$ cat src/rtl/tetris_pkg.sv
// Shared definitions for the Tetris move path: FSM states, move command codes,
// default gravity/watchdog timing and the gravity period helper.
package tetris_pkg;

   localparam int DEF_BASE_PERIOD = 25_000_000;
   localparam int DEF_STEP        = 1_500_000;
   localparam int DEF_MIN_PERIOD  = 2_500_000;
   localparam int DEF_TIMEOUT     = 1_000_000;
   localparam int PERIOD_W        = 25;

   localparam logic [39:0] PERIOD_SAT = 40'h00_01FF_FFFF;

   typedef enum logic [1:0] {
      ST_IDLE    = 2'd0,
      ST_ISSUE   = 2'd1,
      ST_RELEASE = 2'd2
   } state_t;

   typedef enum logic [2:0] {
      CMD_NONE  = 3'd0,
      CMD_DROP  = 3'd1,
      CMD_LEFT  = 3'd2,
      CMD_RIGHT = 3'd3,
      CMD_DOWN  = 3'd4
   } cmd_t;

   // max(base - level*step, min), worked in 40 bits so nothing wraps, then
   // saturated to the 25-bit counter range.
   function automatic logic [PERIOD_W-1:0] calc_period(
      input logic [3:0] level,
      input int         base,
      input int         step_size,
      input int         min_period
   );
      logic [39:0] prod;
      logic [39:0] base_w;
      logic [39:0] min_w;
      logic [39:0] val;
      logic [PERIOD_W-1:0] result;
      prod   = 40'(level) * 40'(step_size);
      base_w = 40'(base);
      min_w  = 40'(min_period);
      if (prod >= base_w) begin
         val = min_w;
      end else if ((base_w - prod) < min_w) begin
         val = min_w;
      end else begin
         val = base_w - prod;
      end
      if (val > PERIOD_SAT) begin
         result = {PERIOD_W{1'b1}};
      end else begin
         result = val[PERIOD_W-1:0];
      end
      return result;
   endfunction

endpackage

$ cat src/rtl/gravity_timer.sv
// Level-dependent gravity counter; emits a one-cycle tick each time a period
// elapses while the game is running.
module gravity_timer
   import tetris_pkg::*;
#(
   parameter int BASE_PERIOD = DEF_BASE_PERIOD,
   parameter int STEP        = DEF_STEP,
   parameter int MIN_PERIOD  = DEF_MIN_PERIOD
) (
   input  logic       clk,
   input  logic       reset,
   input  logic       enable,
   input  logic [3:0] level,
   input  logic       restart,
   output logic       tick
);

   logic [PERIOD_W-1:0] period;
   logic [PERIOD_W-1:0] last;
   logic [PERIOD_W-1:0] count;

   // Period from level; >= lets a level change to a shorter period wrap at once.
   always_comb begin
      period = calc_period(level, BASE_PERIOD, STEP, MIN_PERIOD);
      last   = period - PERIOD_W'(1);
      tick   = enable && !restart && (count >= last);
   end

   // A restart makes the grant cycle count 0 of the new period, so the next
   // count is 1 and grant-to-grant spacing equals the period.
   always_ff @(posedge clk) begin
      if (reset) begin
         count <= {PERIOD_W{1'b0}};
      end else if (!enable) begin
         count <= {PERIOD_W{1'b0}};
      end else if (restart) begin
         count <= (last == {PERIOD_W{1'b0}}) ? {PERIOD_W{1'b0}} : PERIOD_W'(1);
      end else if (tick) begin
         count <= {PERIOD_W{1'b0}};
      end else begin
         count <= count + PERIOD_W'(1);
      end
   end

endmodule

$ cat src/rtl/move_scheduler.sv
// Arbitrates key presses and gravity into one-hot move commands for the game
// logic FSM, holding each command until doneLogic or a watchdog timeout.
module move_scheduler
   import tetris_pkg::*;
#(
   parameter int BASE_PERIOD = DEF_BASE_PERIOD,
   parameter int STEP        = DEF_STEP,
   parameter int MIN_PERIOD  = DEF_MIN_PERIOD,
   parameter int TIMEOUT     = DEF_TIMEOUT
) (
   input  logic       CLOCK_50,
   input  logic       Reset,
   input  logic       Enable,
   input  logic [3:0] Level,
   input  logic       KeyLeft,
   input  logic       KeyRight,
   input  logic       KeyDown,
   input  logic       KeyDrop,
   input  logic       doneLogic,
   output logic       LeftBlock,
   output logic       RightBlock,
   output logic       DownBlock,
   output logic       DropBlock,
   output logic       Busy,
   output logic       Fault
);

   localparam int WD_W = (TIMEOUT > 1) ? $clog2(TIMEOUT) : 1;
   localparam logic [WD_W-1:0] WD_LAST = WD_W'(TIMEOUT - 1);

   state_t state;
   state_t next_state;
   cmd_t   cmd;
   cmd_t   next_cmd;
   cmd_t   grant;

   logic [3:0]      key_now;
   logic [3:0]      key_prev;
   logic [3:0]      key_edge;
   logic            pend_l;
   logic            pend_r;
   logic            pend_d;
   logic            pend_drop;
   logic            pend_g;
   logic            any_pend;
   logic            tick;
   logic            restart;
   logic            fault_next;
   logic [WD_W-1:0] wd;

   // Bit order: 0 left, 1 right, 2 down, 3 drop.
   assign key_now  = {KeyDrop, KeyDown, KeyRight, KeyLeft};
   assign key_edge = key_now & ~key_prev;
   assign any_pend = pend_drop | pend_l | pend_r | pend_d | pend_g;
   assign restart  = (grant == CMD_DROP) || (grant == CMD_DOWN);

   gravity_timer #(
      .BASE_PERIOD (BASE_PERIOD),
      .STEP        (STEP),
      .MIN_PERIOD  (MIN_PERIOD)
   ) u_gravity (
      .clk     (CLOCK_50),
      .reset   (Reset),
      .enable  (Enable),
      .level   (Level),
      .restart (restart),
      .tick    (tick)
   );

   // Key history for rising-edge detection.
   always_ff @(posedge CLOCK_50) begin
      if (Reset) begin
         key_prev <= 4'b0000;
      end else begin
         key_prev <= key_now;
      end
   end

   // Grant arbitration and command sequencing.
   always_comb begin
      next_state = state;
      next_cmd   = cmd;
      grant      = CMD_NONE;
      fault_next = 1'b0;
      case (state)
         ST_IDLE: begin
            if (Enable && any_pend) begin
               if (pend_drop) begin
                  grant = CMD_DROP;
               end else if (pend_l) begin
                  grant = CMD_LEFT;
               end else if (pend_r) begin
                  grant = CMD_RIGHT;
               end else begin
                  grant = CMD_DOWN;
               end
               next_cmd   = grant;
               next_state = ST_ISSUE;
            end else begin
               next_cmd   = CMD_NONE;
               next_state = ST_IDLE;
            end
         end
         ST_ISSUE: begin
            // Enable is deliberately ignored here: a started move always completes.
            if (doneLogic) begin
               next_state = ST_RELEASE;
            end else if (wd == WD_LAST) begin
               next_state = ST_RELEASE;
               fault_next = 1'b1;
            end else begin
               next_state = ST_ISSUE;
            end
         end
         ST_RELEASE: begin
            next_state = ST_IDLE;
            next_cmd   = CMD_NONE;
         end
         default: begin
            next_state = ST_IDLE;
            next_cmd   = CMD_NONE;
         end
      endcase
   end

   // Pending requests: set by edges or gravity, cleared by their own grant or
   // by Enable=0. An edge in the grant cycle re-arms the bit.
   always_ff @(posedge CLOCK_50) begin
      if (Reset) begin
         pend_l    <= 1'b0;
         pend_r    <= 1'b0;
         pend_d    <= 1'b0;
         pend_drop <= 1'b0;
         pend_g    <= 1'b0;
      end else if (!Enable) begin
         pend_l    <= 1'b0;
         pend_r    <= 1'b0;
         pend_d    <= 1'b0;
         pend_drop <= 1'b0;
         pend_g    <= 1'b0;
      end else begin
         pend_l    <= (pend_l    && (grant != CMD_LEFT))  || key_edge[0];
         pend_r    <= (pend_r    && (grant != CMD_RIGHT)) || key_edge[1];
         pend_d    <= (pend_d    && (grant != CMD_DOWN))  || key_edge[2];
         pend_drop <= (pend_drop && (grant != CMD_DROP))  || key_edge[3];
         pend_g    <= (pend_g    && !restart)             || tick;
      end
   end

   // State, watchdog and registered outputs decoded from the next state.
   always_ff @(posedge CLOCK_50) begin
      if (Reset) begin
         state      <= ST_IDLE;
         cmd        <= CMD_NONE;
         wd         <= {WD_W{1'b0}};
         LeftBlock  <= 1'b0;
         RightBlock <= 1'b0;
         DownBlock  <= 1'b0;
         DropBlock  <= 1'b0;
         Busy       <= 1'b0;
         Fault      <= 1'b0;
      end else begin
         state      <= next_state;
         cmd        <= next_cmd;
         wd         <= ((state == ST_ISSUE) && (next_state == ST_ISSUE)) ?
                       (wd + WD_W'(1)) : {WD_W{1'b0}};
         LeftBlock  <= (next_state == ST_ISSUE) && (next_cmd == CMD_LEFT);
         RightBlock <= (next_state == ST_ISSUE) && (next_cmd == CMD_RIGHT);
         DownBlock  <= (next_state == ST_ISSUE) && (next_cmd == CMD_DOWN);
         DropBlock  <= (next_state == ST_ISSUE) && (next_cmd == CMD_DROP);
         Busy       <= (next_state != ST_IDLE);
         Fault      <= fault_next;
      end
   end

endmodule

$ cat config.mk
export PLATFORM = sky130hd
export DESIGN_NAME = move_scheduler
export DESIGN_NICKNAME = d
export VERILOG_FILES = /design/src/rtl/tetris_pkg.sv /design/src/rtl/gravity_timer.sv /design/src/rtl/move_scheduler.sv
export SDC_FILE = /design/constraint.sdc
export NUM_CORES = 1
export LEC_CHECK = 0
export BUFFER_PORTS_ARGS = -buffer_cell sky130_fd_sc_hd__buf_2
export CORE_UTILIZATION = 35
export CTS_CLUSTER_DIAMETER = 100
export DETAILED_ROUTE_END_ITERATION = 12
export GPL_TIMING_DRIVEN = 0
export HOLD_SLACK_MARGIN = 0.12
export SLEW_MARGIN = 25
export SYNTH_ARGS = -nofsm -noshare
export SYNTH_HDL_FRONTEND = slang
export SYNTH_SLANG_ARGS = --single-unit
$ cat constraint.sdc
create_clock -name CLOCK_50 -period 12.45 [get_ports CLOCK_50]
set_input_delay 0 -clock CLOCK_50 [delete_from_list [all_inputs] [get_ports CLOCK_50]]
set_output_delay 0 -clock CLOCK_50 [all_outputs]
set_load 0.03 [all_outputs]
==> impl_metrics.toml <==
[status]
status = "completed"

[yosys]
synth_fp_nets = 792
seq_area_frac_synth_pct = 22.16
yosysTopAreaCell = "dfxtp_1"
synth_ff_type = "dfxtp_1"
ys_async_sr_fraction_pct = 0
synth_cells = 725
synth-edff-count = 0
synth_top_area_share_pct = 22.16
synthTopCellsByCount = "nor2_1, dfxtp_1, ha_1, xnor2_1, nand2_1"
syn-mean-instance-area_sq_um = 8.099
netlist_top_cells_area = "dfxtp_1, ha_1, xnor2_1"
ys_seq_elements = 65
synth.distinct_cells = 88
syn_area_sq_um = 5872
yosys_warnings = 0
yosysMostFrequentCell = "nor2_1"

[timing]
drv_slew = 0
setup_viol = 0
worst_pin_slew_ns = 0.7414
finalHoldViolations = 0
clock-skew-final_ns = 0.008641
fin_crit_ns = 8.127
slew_headroom_pct = 50.20
setup_ws_ns = 4.323
hold_ws_ns = 0.4291
fmax_mhz = 123.0
fin_setup_tns_ns = 0
period_share_pct = 65.28
rsz0062_at_grt = "false"

[layout]
syn2layout_area_growth_pct = 12.78
final_core_util_pct = 41.09
multi_input_area_sq_um = 4379
post-route-cell-area_sq_um = 6623
fill_cells = 1669
final_cells = 982
fin_nets = 828
diodes = 0
ff_latch_area_sq_um = 1301
final_layout_size_suffix_gt1_share_pct = 10.57

[placed_design]
io_buffers = 17
hpwl_microns = 10630
gp_congestion = 0.8440
placed_area_sq_um = 6227
dp_cells = 958
place_ws_ns = 3.918

[clocking]
cts_root_buf = "clkbuf_16"
clock_latency_ns = 0.33
clock_sinks = 65
cts_tree = "built"
path_clk_slew_ns = 0.06
clockBufferDepth = 2
cts_buffers = 9
h-tree-depth = 3

[route]
wl_met2_microns = 6023
drt_wl_total_microns = 13590
avgViaCountPerCell = 5.248
vias = 5154
routed.top_layer = "met4"
wl_per_cell_microns = 13.84
route.detailed.drc = 0
ant_nets = 0
met1Wirelength_microns = 7008
drt-initial-drc-count = 287
wl_met3_microns = 421
drt_first_pass_iters = 5

[min_path]
hold_depth = 3
hp-class = "input port to flip-flop"
min_from = "KeyDrop"
whs_endpoint = "key_prev[3]$_SDFF_PP0_"

[setup_path]
reg2reg_depth = 13
slowest_stage = "a21oi_1"
worstReg2RegEnd = "u_gravity.count[5]$_SDFF_PP0_"
cp.required_ns = 12.65
critPathLaunchType = "input port"
r2r_setup_slack_ns = 9.24
endpoint_kind = "flip-flop"
regToRegStartpoint = "u_gravity.count[6]$_SDFF_PP0_"
path_common_cell = "ha_1"
worstSetupPathType = "input port to flip-flop"
cp_max_fo = 10
max_stage_delay_ns = 0.55
worst_ep_arrival_time_ns = 8.32

[global_routing]
grt_start_max_net_pins = 13
grt_overflow_total = 0
grt_pass1_vias = 4871
grt_pass1_wl_microns = 23570
grt.total_usage_pct = 16.28
antenna_found_initial = 0

[floorplan]
die-area_sq_um = 17300
io_pins = 18
dieHeight_microns = 131.5
coreArea_sq_um = 16120
start_util_pct = 36.44
rows = 46
die_w_microns = 131.5

[power_and_ir_drop]
p_leak_nw = 2.688
finalPower_mw = 1.001
peakVddDrop_uv = 64.58
power_density_nw_per_um2 = 151.1

[run]
cap_violations = 0
## layout by cell type, fill, tap and decap left out, types with 12 or more instances in the layout
master    netlist  final
nor2b_1        14     14
xnor2_1        47     47
nor3_1         22     22
nand2_1        46     46
nand4_1        20     20
buf_2           3     20
a21oi_1        30     30
inv_1          22     22
nand3_1        39     39
o21ai_0        23     23
xor2_1         32     32
a21o_1         19     19
nor2_1         96     96
dfxtp_1        65     65
and3_1         13     13
nand2b_1       12     12
ha_1           52     52
## layer usage
metal | track usage [%] | up-vias
met5 | 0 | -
met4 | 4.780 | 0
met3 | 1.736 | 9
met2 | 25.75 | 79
met1 | 23.07 | 2361
li1 | - | 2705
## flip-flops by register name, indices dropped and copies added (netlist names)
name	count
u_gravity.count	25
wd	20
key_prev	4
cmd	3
state	2
Busy	1
DownBlock	1
DropBlock	1
Fault	1
LeftBlock	1
RightBlock	1
pend_d	1
pend_drop	1
pend_g	1
pend_l	1
pend_r	1
## how the worst max path moves through the flow
stage                  start                        endpoint  slack [ns]  cells past startpoint
floorplan           Level[2]  u_gravity.count[23]$_SDFF_PP0_        5.53                     33
global placement    Level[2]   u_gravity.count[5]$_SDFF_PP0_        3.88                     34
detailed placement  Level[2]   u_gravity.count[5]$_SDFF_PP0_        3.92                     34
CTS                 Level[2]   u_gravity.count[5]$_SDFF_PP0_        4.24                     34
global route        Level[2]   u_gravity.count[5]$_SDFF_PP0_        3.55                     34
finish              Level[2]   u_gravity.count[5]$_SDFF_PP0_        4.32                     34
## worst max-delay path, delay by kind of cell
family,cells,cell delay (ns)
AOI/OAI and AO/OA,9,2.37
xor gates and xnor gates,4,1.12
adders and majority gates,5,1.42
buffers and inverters,5,0.88
and+or+nand+nor,11,2.52
## layout make-up
cell class	count	area share, %
Sequential cell	65	19.65
Inverter	22	1.247
Clock inverter	5	0.9446
Timing Repair Buffer	25	2.494
Tap cell	216	4.081
Clock buffer	11	3.816
Buffer	18	1.644
Multi-Input combinational cell	620	66.13
## where the power goes
group | total, mW | internal [mW] | switching, mW
clock | 0.260 | 0.167 | 0.0929
sequential | 0.213 | 0.211 | 0.00178
combinational | 0.529 | 0.210 | 0.319
## timing repair
action                                  in CTS  in global routing
resized for setup                            0                  0
buffers inserted                             0                  0
hold buffers                                 8                  0
hold endpoints to repair                    17                  0
endpoints found under the setup margin       0                  0
## logic make-up after synthesis
family / synth area share (%)
simple gates: 28.49
compound gates: 20.14
xor+xnor: 12.89
flops: 22.16
fa+ha+maj: 12.10
buf+inv: 3.260
mux: 0.9588
Power figures use the tool's default switching activity.
